[src/rtl/slot_reel_controller.sv]
// Purpose: spins NUM_REELS symbol counters, halts them staggered after STOP, flags win/lose.
// Latency: reels_stopped 16 edges after STOP entry, win/lose flag one edge later (defaults).
// Backpressure: none; follows the sampled game-state code every cycle.
module slot_reel_controller #(
   parameter int NUM_REELS = 3,
   parameter int SYMBOL_W  = 3,
   parameter int SPIN_DIV  = 4,
   parameter int STAGGER   = 8
) (
   input  logic                          clk,
   input  logic                          rst,
   input  logic [1:0]                    state,
   output logic [NUM_REELS*SYMBOL_W-1:0] reel_val,
   output logic                          reels_stopped,
   output logic                          win_flag,
   output logic                          lose_flag
);

   localparam logic [1:0] G_SET  = 2'b00;
   localparam logic [1:0] G_RUN  = 2'b01;
   localparam logic [1:0] G_STOP = 2'b10;
   localparam logic [1:0] G_WIN  = 2'b11;

   // Divider must hold the largest terminal count SPIN_DIV+NUM_REELS-2.
   localparam int DIV_W  = $clog2(SPIN_DIV + NUM_REELS);
   // Stop counter must hold the last-reel freeze point STAGGER*(NUM_REELS-1).
   localparam int LAST   = STAGGER * (NUM_REELS - 1);
   localparam int SC_W   = $clog2(LAST + 2);

   typedef enum logic [2:0] {S_IDLE, S_SPIN, S_HALT, S_EVAL, S_DONE} fsm_t;

   fsm_t                fsm_q, fsm_d;
   logic [SYMBOL_W-1:0] reel_q    [NUM_REELS];
   logic [SYMBOL_W-1:0] reel_d    [NUM_REELS];
   logic [DIV_W-1:0]    div_cnt_q [NUM_REELS];
   logic [DIV_W-1:0]    div_cnt_d [NUM_REELS];
   logic [SC_W-1:0]     stop_cnt_q, stop_cnt_d;
   logic                stopped_q, stopped_d;
   logic                win_q, win_d;
   logic                lose_q, lose_d;

   // Control strobes decoded from FSM state and sampled game state.
   logic                stop_in;
   logic                spin_all;
   logic                halt_edge;
   logic                restart;
   logic [SC_W-1:0]     halt_idx;

   // WIN is sequenced exactly like STOP while reels are still moving.
   assign stop_in = (state == G_STOP) || (state == G_WIN);

   // FSM state register
   always_ff @(posedge clk or negedge rst) begin
      if (!rst) fsm_q <= S_IDLE;
      else      fsm_q <= fsm_d;
   end

   // Next-state logic: SET always aborts, RUN after a stop restarts the spin.
   always_comb begin
      fsm_d = fsm_q;
      case (fsm_q)
         S_IDLE: if (state == G_RUN) fsm_d = S_SPIN;
         S_SPIN: begin
            if (state == G_SET)  fsm_d = S_IDLE;
            else if (stop_in)    fsm_d = S_HALT;
         end
         S_HALT: begin
            if (state == G_SET)                 fsm_d = S_IDLE;
            else if (state == G_RUN)            fsm_d = S_SPIN;
            else if (halt_idx == SC_W'(LAST))   fsm_d = S_EVAL;
         end
         S_EVAL: begin
            if (state == G_SET)       fsm_d = S_IDLE;
            else if (state == G_RUN)  fsm_d = S_SPIN;
            else                      fsm_d = S_DONE;
         end
         S_DONE: begin
            if (state == G_SET)       fsm_d = S_IDLE;
            else if (state == G_RUN)  fsm_d = S_SPIN;
         end
         default: fsm_d = S_IDLE;
      endcase
   end

   // Output/control decode: which edges count, freeze, evaluate or clear.
   always_comb begin
      spin_all  = ((fsm_q == S_IDLE) || (fsm_q == S_SPIN)) && (state == G_RUN);
      halt_edge = ((fsm_q == S_SPIN) || (fsm_q == S_HALT)) && stop_in;
      restart   = ((fsm_q == S_HALT) || (fsm_q == S_EVAL) || (fsm_q == S_DONE))
                  && (state == G_RUN);
      // Edge index relative to STOP entry: 0 on the entry edge itself.
      halt_idx  = (fsm_q == S_HALT) ? stop_cnt_q + SC_W'(1) : '0;
   end

   // Datapath next values: prescalers, reel symbols, stop counter, status flags.
   always_comb begin
      logic [DIV_W-1:0] div_base;
      logic             adv;
      logic             all_eq;

      stop_cnt_d = stop_cnt_q;
      stopped_d  = stopped_q;
      win_d      = win_q;
      lose_d     = lose_q;
      div_base   = '0;
      adv        = 1'b0;
      all_eq     = 1'b1;

      for (int k = 0; k < NUM_REELS; k++) begin
         reel_d[k]    = reel_q[k];
         div_cnt_d[k] = div_cnt_q[k];
         // Entering SPIN from IDLE counts from a cleared divider on that same edge.
         div_base = (fsm_q == S_IDLE) ? '0 : div_cnt_q[k];
         // Reel 0 freezes on the STOP edge; reel k keeps going for STAGGER*k edges.
         adv = spin_all || (halt_edge && (k > 0) && (halt_idx < SC_W'(STAGGER * k)));
         if (restart) begin
            div_cnt_d[k] = '0;
         end else if (adv) begin
            if (div_base == DIV_W'(SPIN_DIV + k - 1)) begin
               reel_d[k]    = reel_q[k] + SYMBOL_W'(1);
               div_cnt_d[k] = '0;
            end else begin
               div_cnt_d[k] = div_base + DIV_W'(1);
            end
         end
         if (reel_q[k] != reel_q[0]) all_eq = 1'b0;
      end

      if ((fsm_q == S_SPIN) && stop_in)      stop_cnt_d = '0;
      else if ((fsm_q == S_HALT) && stop_in) stop_cnt_d = halt_idx;

      if ((fsm_q == S_HALT) && stop_in && (halt_idx == SC_W'(LAST))) stopped_d = 1'b1;

      if ((fsm_q == S_EVAL) && stop_in) begin
         win_d  = all_eq;
         lose_d = !all_eq;
      end

      // SET aborts and RUN restarts: either way the previous result is gone.
      if ((state == G_SET) || (state == G_RUN)) begin
         stopped_d = 1'b0;
         win_d     = 1'b0;
         lose_d    = 1'b0;
      end
   end

   // Datapath registers
   always_ff @(posedge clk or negedge rst) begin
      if (!rst) begin
         for (int k = 0; k < NUM_REELS; k++) begin
            reel_q[k]    <= '0;
            div_cnt_q[k] <= '0;
         end
         stop_cnt_q <= '0;
         stopped_q  <= 1'b0;
         win_q      <= 1'b0;
         lose_q     <= 1'b0;
      end else begin
         for (int k = 0; k < NUM_REELS; k++) begin
            reel_q[k]    <= reel_d[k];
            div_cnt_q[k] <= div_cnt_d[k];
         end
         stop_cnt_q <= stop_cnt_d;
         stopped_q  <= stopped_d;
         win_q      <= win_d;
         lose_q     <= lose_d;
      end
   end

   // Pack reel symbols onto the output bus, reel i at [SYMBOL_W*i +: SYMBOL_W].
   always_comb begin
      reel_val = '0;
      for (int k = 0; k < NUM_REELS; k++) begin
         reel_val[SYMBOL_W*k +: SYMBOL_W] = reel_q[k];
      end
   end

   assign reels_stopped = stopped_q;
   assign win_flag      = win_q;
   assign lose_flag     = lose_q;

endmodule

[config.mk]
export PLATFORM = sky130hd
export DESIGN_NAME = slot_reel_controller
export DESIGN_NICKNAME = d
export VERILOG_FILES = /design/src/rtl/slot_reel_controller.sv
export SDC_FILE = /design/constraint.sdc
export NUM_CORES = 1
export LEC_CHECK = 0
export BUFFER_PORTS_ARGS = -buffer_cell sky130_fd_sc_hd__buf_2
export CAP_MARGIN = 20
export CORE_ASPECT_RATIO = 1.4
export CORE_UTILIZATION = 54
export DETAILED_ROUTE_END_ITERATION = 10
export GPL_ROUTABILITY_DRIVEN = 0
export PLACE_DENSITY = 0.84
export SLEW_MARGIN = 40
export SYNTH_ARGS = -nofsm -noshare
export SYNTH_HDL_FRONTEND = slang
export SYNTH_SLANG_ARGS = --single-unit
[constraint.sdc]
create_clock -name clk -period 2.8 [get_ports clk]
set_input_delay 0.14 -clock clk [delete_from_list [all_inputs] [get_ports clk]]
set_output_delay 0.14 -clock clk [all_outputs]
set_load 0.05 [all_outputs]
-- After elaboration in Yosys (flattened, before gate mapping)
Cells that the tools add are included.
- register bits: 29
- input port bits: 4
- output and inout port bits: 12
- logic and storage cells: 99
- add/subtract/negate cells: 7
- $lt $le $gt $ge: 2
- eq/ne operators: 15
- mux-type cells: 33
- bitwise logic cells: 1
- reductions and logical operators: 30
- operators with widths (kind ; number):
    3-bit two-way mux ; 21
    3-bit by 1-bit adder with 3-bit output (second input constant) ; 6
    5-bit two-way mux ; 3
    3-bit one-hot mux with 5 select lines ; 1
    2-bit nonzero test ; 6
    3-bit by 2-bit equality test with 1-bit output (second input constant) ; 3
    3-bit equality test (second input constant) ; 3
    1-bit logical AND ; 9
    3-bit AND reduction ; 3
    1-bit logical OR ; 8
    1-bit two-way mux ; 8
    3-bit != test ; 2
    5-bit by 1-bit adder with 5-bit output (second input constant) ; 1
    5-bit equality test (second input constant) ; 1
    5-bit by 4-bit < comparator with 1-bit output (second input constant) ; 1
    5-bit < comparator (second input constant) ; 1
    2-bit equality test (second input constant) ; 2
    4-bit by 1-bit != test with 1-bit output (second input constant) ; 1
    3-bit by 1-bit equality test with 1-bit output (second input constant) ; 1
    3-bit zero test ; 1
    3-bit by 2-bit != test with 1-bit output (second input constant) ; 1
    2-bit by 1-bit equality test with 1-bit output (second input constant) ; 1
    2-bit zero test ; 1
    2-bit AND reduction ; 1
    2 further kinds ; 2

-- Longest topological paths before layout
- depth in word-level cells: 7
- depth in mapped cells: 9

-- Worst setup path before layout
Ideal clock, no wire load.
- kind: reg2reg
- start: register fsm_q[0]
- end: register reel_q (netlist bit reel_val[4])
- library setup time: 0.125 ns
- data arrival time: 1.919 ns
- data required time: 2.675 ns
- slack: 0.756 ns
- cell stages (with the launch flop): 9
- cells stage by stage: dfrtp_1 -> or3_1 -> buf_4 -> and2_1 -> inv_1 -> ha_1 -> and4_1 -> a32oi_4 -> mux2_4
- cells in the longest elaborated chain, start to end: 6
- elaborated cells between the ends (all ways): 20
- classes of those cells: order compare: 1; eq/ne: 5; mux: 2; bitwise: 1; reduce/logical: 11
- ends and longest elaborated chain (element ; line ; text):
    start, declared ; 32 ; fsm_t fsm_q, fsm_d;
    start signal, assigned ; 55 ; else fsm_q <= fsm_d;
    3-bit by 2-bit equality test with 1-bit output, or another cell as far along ; 88, 89, 92 ;
    5-bit two-way mux, or another cell as far along ; 92 ; halt_idx = (fsm_q == S_HALT) ? stop_cnt_q + SC_W'(1) : '0;
    5-bit by 4-bit < comparator with 1-bit output, or another cell as far along ; 115 ; adv = spin_all || (halt_edge && (k > 0) && (halt_idx < SC_W'(STAGGER * k)));
    1-bit logical AND (on tied branches) ; 115, 90 ;
    1-bit logical OR / 1-bit inverter (equally long branches) ; n/a ;
    3-bit AND reduction (no source line) (*) ; n/a ;
    end signal, assigned by index ; 160 ; reel_q[k] <= reel_d[k];
    end, declared ; 33 ; logic [SYMBOL_W-1:0] reel_q [NUM_REELS];
Every way passes the cells marked *; elsewhere a longest branch is shown, timed or not.
A chain may end at the register's enable or synchronous reset.

-- Worst setup path after layout
- start: register fsm_q[2]
- end: register reel_q (netlist bit reel_val[4])
Same word-level chain as after synthesis.

==> results.cfg <==
[power]
peakVddDrop_uv = 443
p_per_area_mw_per_mm2 = 760
power_leakage_uw = 0.000927

[sta]
hold-worst-slack_ps = 198
worst_pin_slew_ps = 639
fin_crit_ps = 2280
rsz0062_at_grt = false
fin_worst_skew_ps = 5.35
fin_tns_setup_ps = 0
slew_violations = 0
fmax_mhz = 438
max_slew_margin = 0.574
hold_viol_final = 0
fin_crit_sh = 0.816
setup_viol = 0

[worst_hold_path]
holdPathStages = 2
hold_path.class = primary input to flip-flop
holdCritStartpoint = state[1]

[placement]
port_buffers = 15
dp_hpwl_um = 2880
place_area_mm2 = 0.00185

[cts]
numCtsBuffers = 5
h-tree-depth = 2
post_cts_buffers = 0
cts_tree = built
numClockSinks = 29
cts_buffer_depth = 2
cts_root_buffer = clkbuf_8
insertion_delay_ps = 290
cts-hold-fix-buffers = 1
cts-resized-gates = 0
clkTransAtPathRegs_ps = 60

[routing]
drc = 0
wl_um = 3940
drtAntennaViolNets = 0
avgViaCountPerCell = 6.13
drtIter0Drc = 71
vias = 1472
dr.pass1.iters = 4
routedWlPerCell_um = 16.4

[cells_and_area]
post-route-util = 0.634
final_cell_mix = dfrtp_1, nand2_1, buf_2, nor2_1
antenna_cells = 0
design_area_mm2 = 0.00196
layout.nets = 211
layout_commonest_cell = dfrtp_1
nFillCells = 247
drive_above_1_share = 0.179
area.growth.synth_to_final_pct = 11.8

[die]
die_h_um = 69.4
rows = 24
ios = 16
dieArea_mm2 = 0.00348
initial_core_util = 0.567
die_w_um = 50.2
coreArea_mm2 = 0.00309

[synthesis]
synthesis.instances = 183
synth_area_leader_cell = dfrtp_1
synth_enable_flop_cells = 0
yosys_most_used_dff = dfrtp_1
syn-num-nets = 194
syn-cell-area_mm2 = 0.00175
synthTopCellsByArea = dfrtp_1, ha_1, xnor2_1
ys_warn_count = 0
synth_seq_area_share = 0.414
yosys.area.top_type_share = 0.414
synth.avg_cell_area_um2 = 9.58
synth-seq-cells = 29
synthArstFlopShare = 1.00
synth_cell_types = 50

[worst_setup_path]
r2r_cells = 7
startpoint_type = flip-flop
r2r-start = fsm_q[2]$_DFFE_PN0P_
cp_data_arrival_time_ps = 2450
criticalPathCategory = flip-flop to flip-flop
crit_path_start = fsm_q[2]$_DFFE_PN0P_
required_ps = 2970
end_kind = flip-flop
cp_max_fo = 13

[global_route]
grt_pass1_vias = 1468
antenna_found_initial = 0
grtUsageTotal = 0.259
grt_max_degree = 30
globalRoute.totalOverflow = 0
grt_pass1_wl_um = 6730

[run]
cap_violations = 0

[status]
status = finished clean
## per-layer routing
metal  part of all wire  wire (um)  GRT usage  vias to the layer above
li1                   -          -          -                      691
met1               0.39       1540      0.289                      726
met2               0.55       2180      0.461                       47
met3              0.039        154     0.0592                        8
met4              0.017         66     0.0984                        0
met5                  0          0          0                        -
## registers in the layout, summed over array words and instances, names as in the netlist
register / count
reels_stopped: 1
lose_flag: 1
win_flag: 1
div_cnt_q: 9
fsm_q: 3
stop_cnt_q: 5
reel_val: 9
## kinds of logic after synthesis
family,Yosys count,share of synthesized area
XOR/XNOR,9,0.0450
flip-flops,29,0.414
buffers and inverters,13,0.0350
AO/OA/AOI/OAI,46,0.187
AND/OR/NAND/NOR,73,0.228
adder cells (fa/ha/maj),7,0.0500
multiplexers,6,0.0414
## critical path: stages (launching register included)
cell and delay, ps:
dfrtp_1 510, or3_1 470, and2_1 220, inv_1 60, ha_1 240, and4_1 270
a32oi_4 80, mux2_4 320
## report_power, final
group          total, uW  switching [uW]  leakage, uW  internal [uW]
Clock                383             161    0.0000542            222
Sequential           615             112     0.000385            504
Combinational        492             296     0.000488            196
Total               1490             568     0.000927            921
## final timing paths
kind	endpoint	slack [ps]
min	reels_stopped$_DFFE_PN0P_	200
max in group asynchronous	div_cnt_q[3]$_DFFE_PN0P_	1970
max	reel_val[4]$_DFFE_PN0P_	520
min reg2reg	reels_stopped$_DFFE_PN0P_	500
min in group asynchronous	reel_val[4]$_DFFE_PN0P_	410
max reg2reg	reel_val[4]$_DFFE_PN0P_	520
## metrics by stage
step                      setup WS, ps  total power (uW)  instances
after CTS                          529              1500        240
after detailed placement           533              1110        231
after global routing               401              1580        240
after floorplan                    756               982        183
final                              516              1490        240
after global placement             638              1070        231
## synth_stat cells (3+ instances only)
cell,number
dfrtp_1,29
nand2_1,16
nor2_1,13
a21oi_1,9
o21ai_0,9
nand2b_1,8
ha_1,7
xnor2_1,7
and3_1,5
inv_1,5
a22o_1,4
and2_1,4
buf_2,4
nand3_1,4
nor2b_1,4
a21boi_0,3
nor3_1,3
nor4b_1,3
o21a_1,3
## area by class of cell
| class | instances | area, um^2 | share of cell area |
|---|---|---|---|
| repair buffers | 18 | 100 | 0.0511 |
| clock inverters | 1 | 5.00 | 0.00255 |
| clock buffers | 7 | 96.3 | 0.0491 |
| flip-flops and latches | 29 | 726 | 0.370 |
| well taps | 39 | 48.8 | 0.0249 |
| multi-input cells | 141 | 966 | 0.493 |
| inverters | 5 | 18.8 | 0.00957 |
Power figures use the tool's default switching activity.
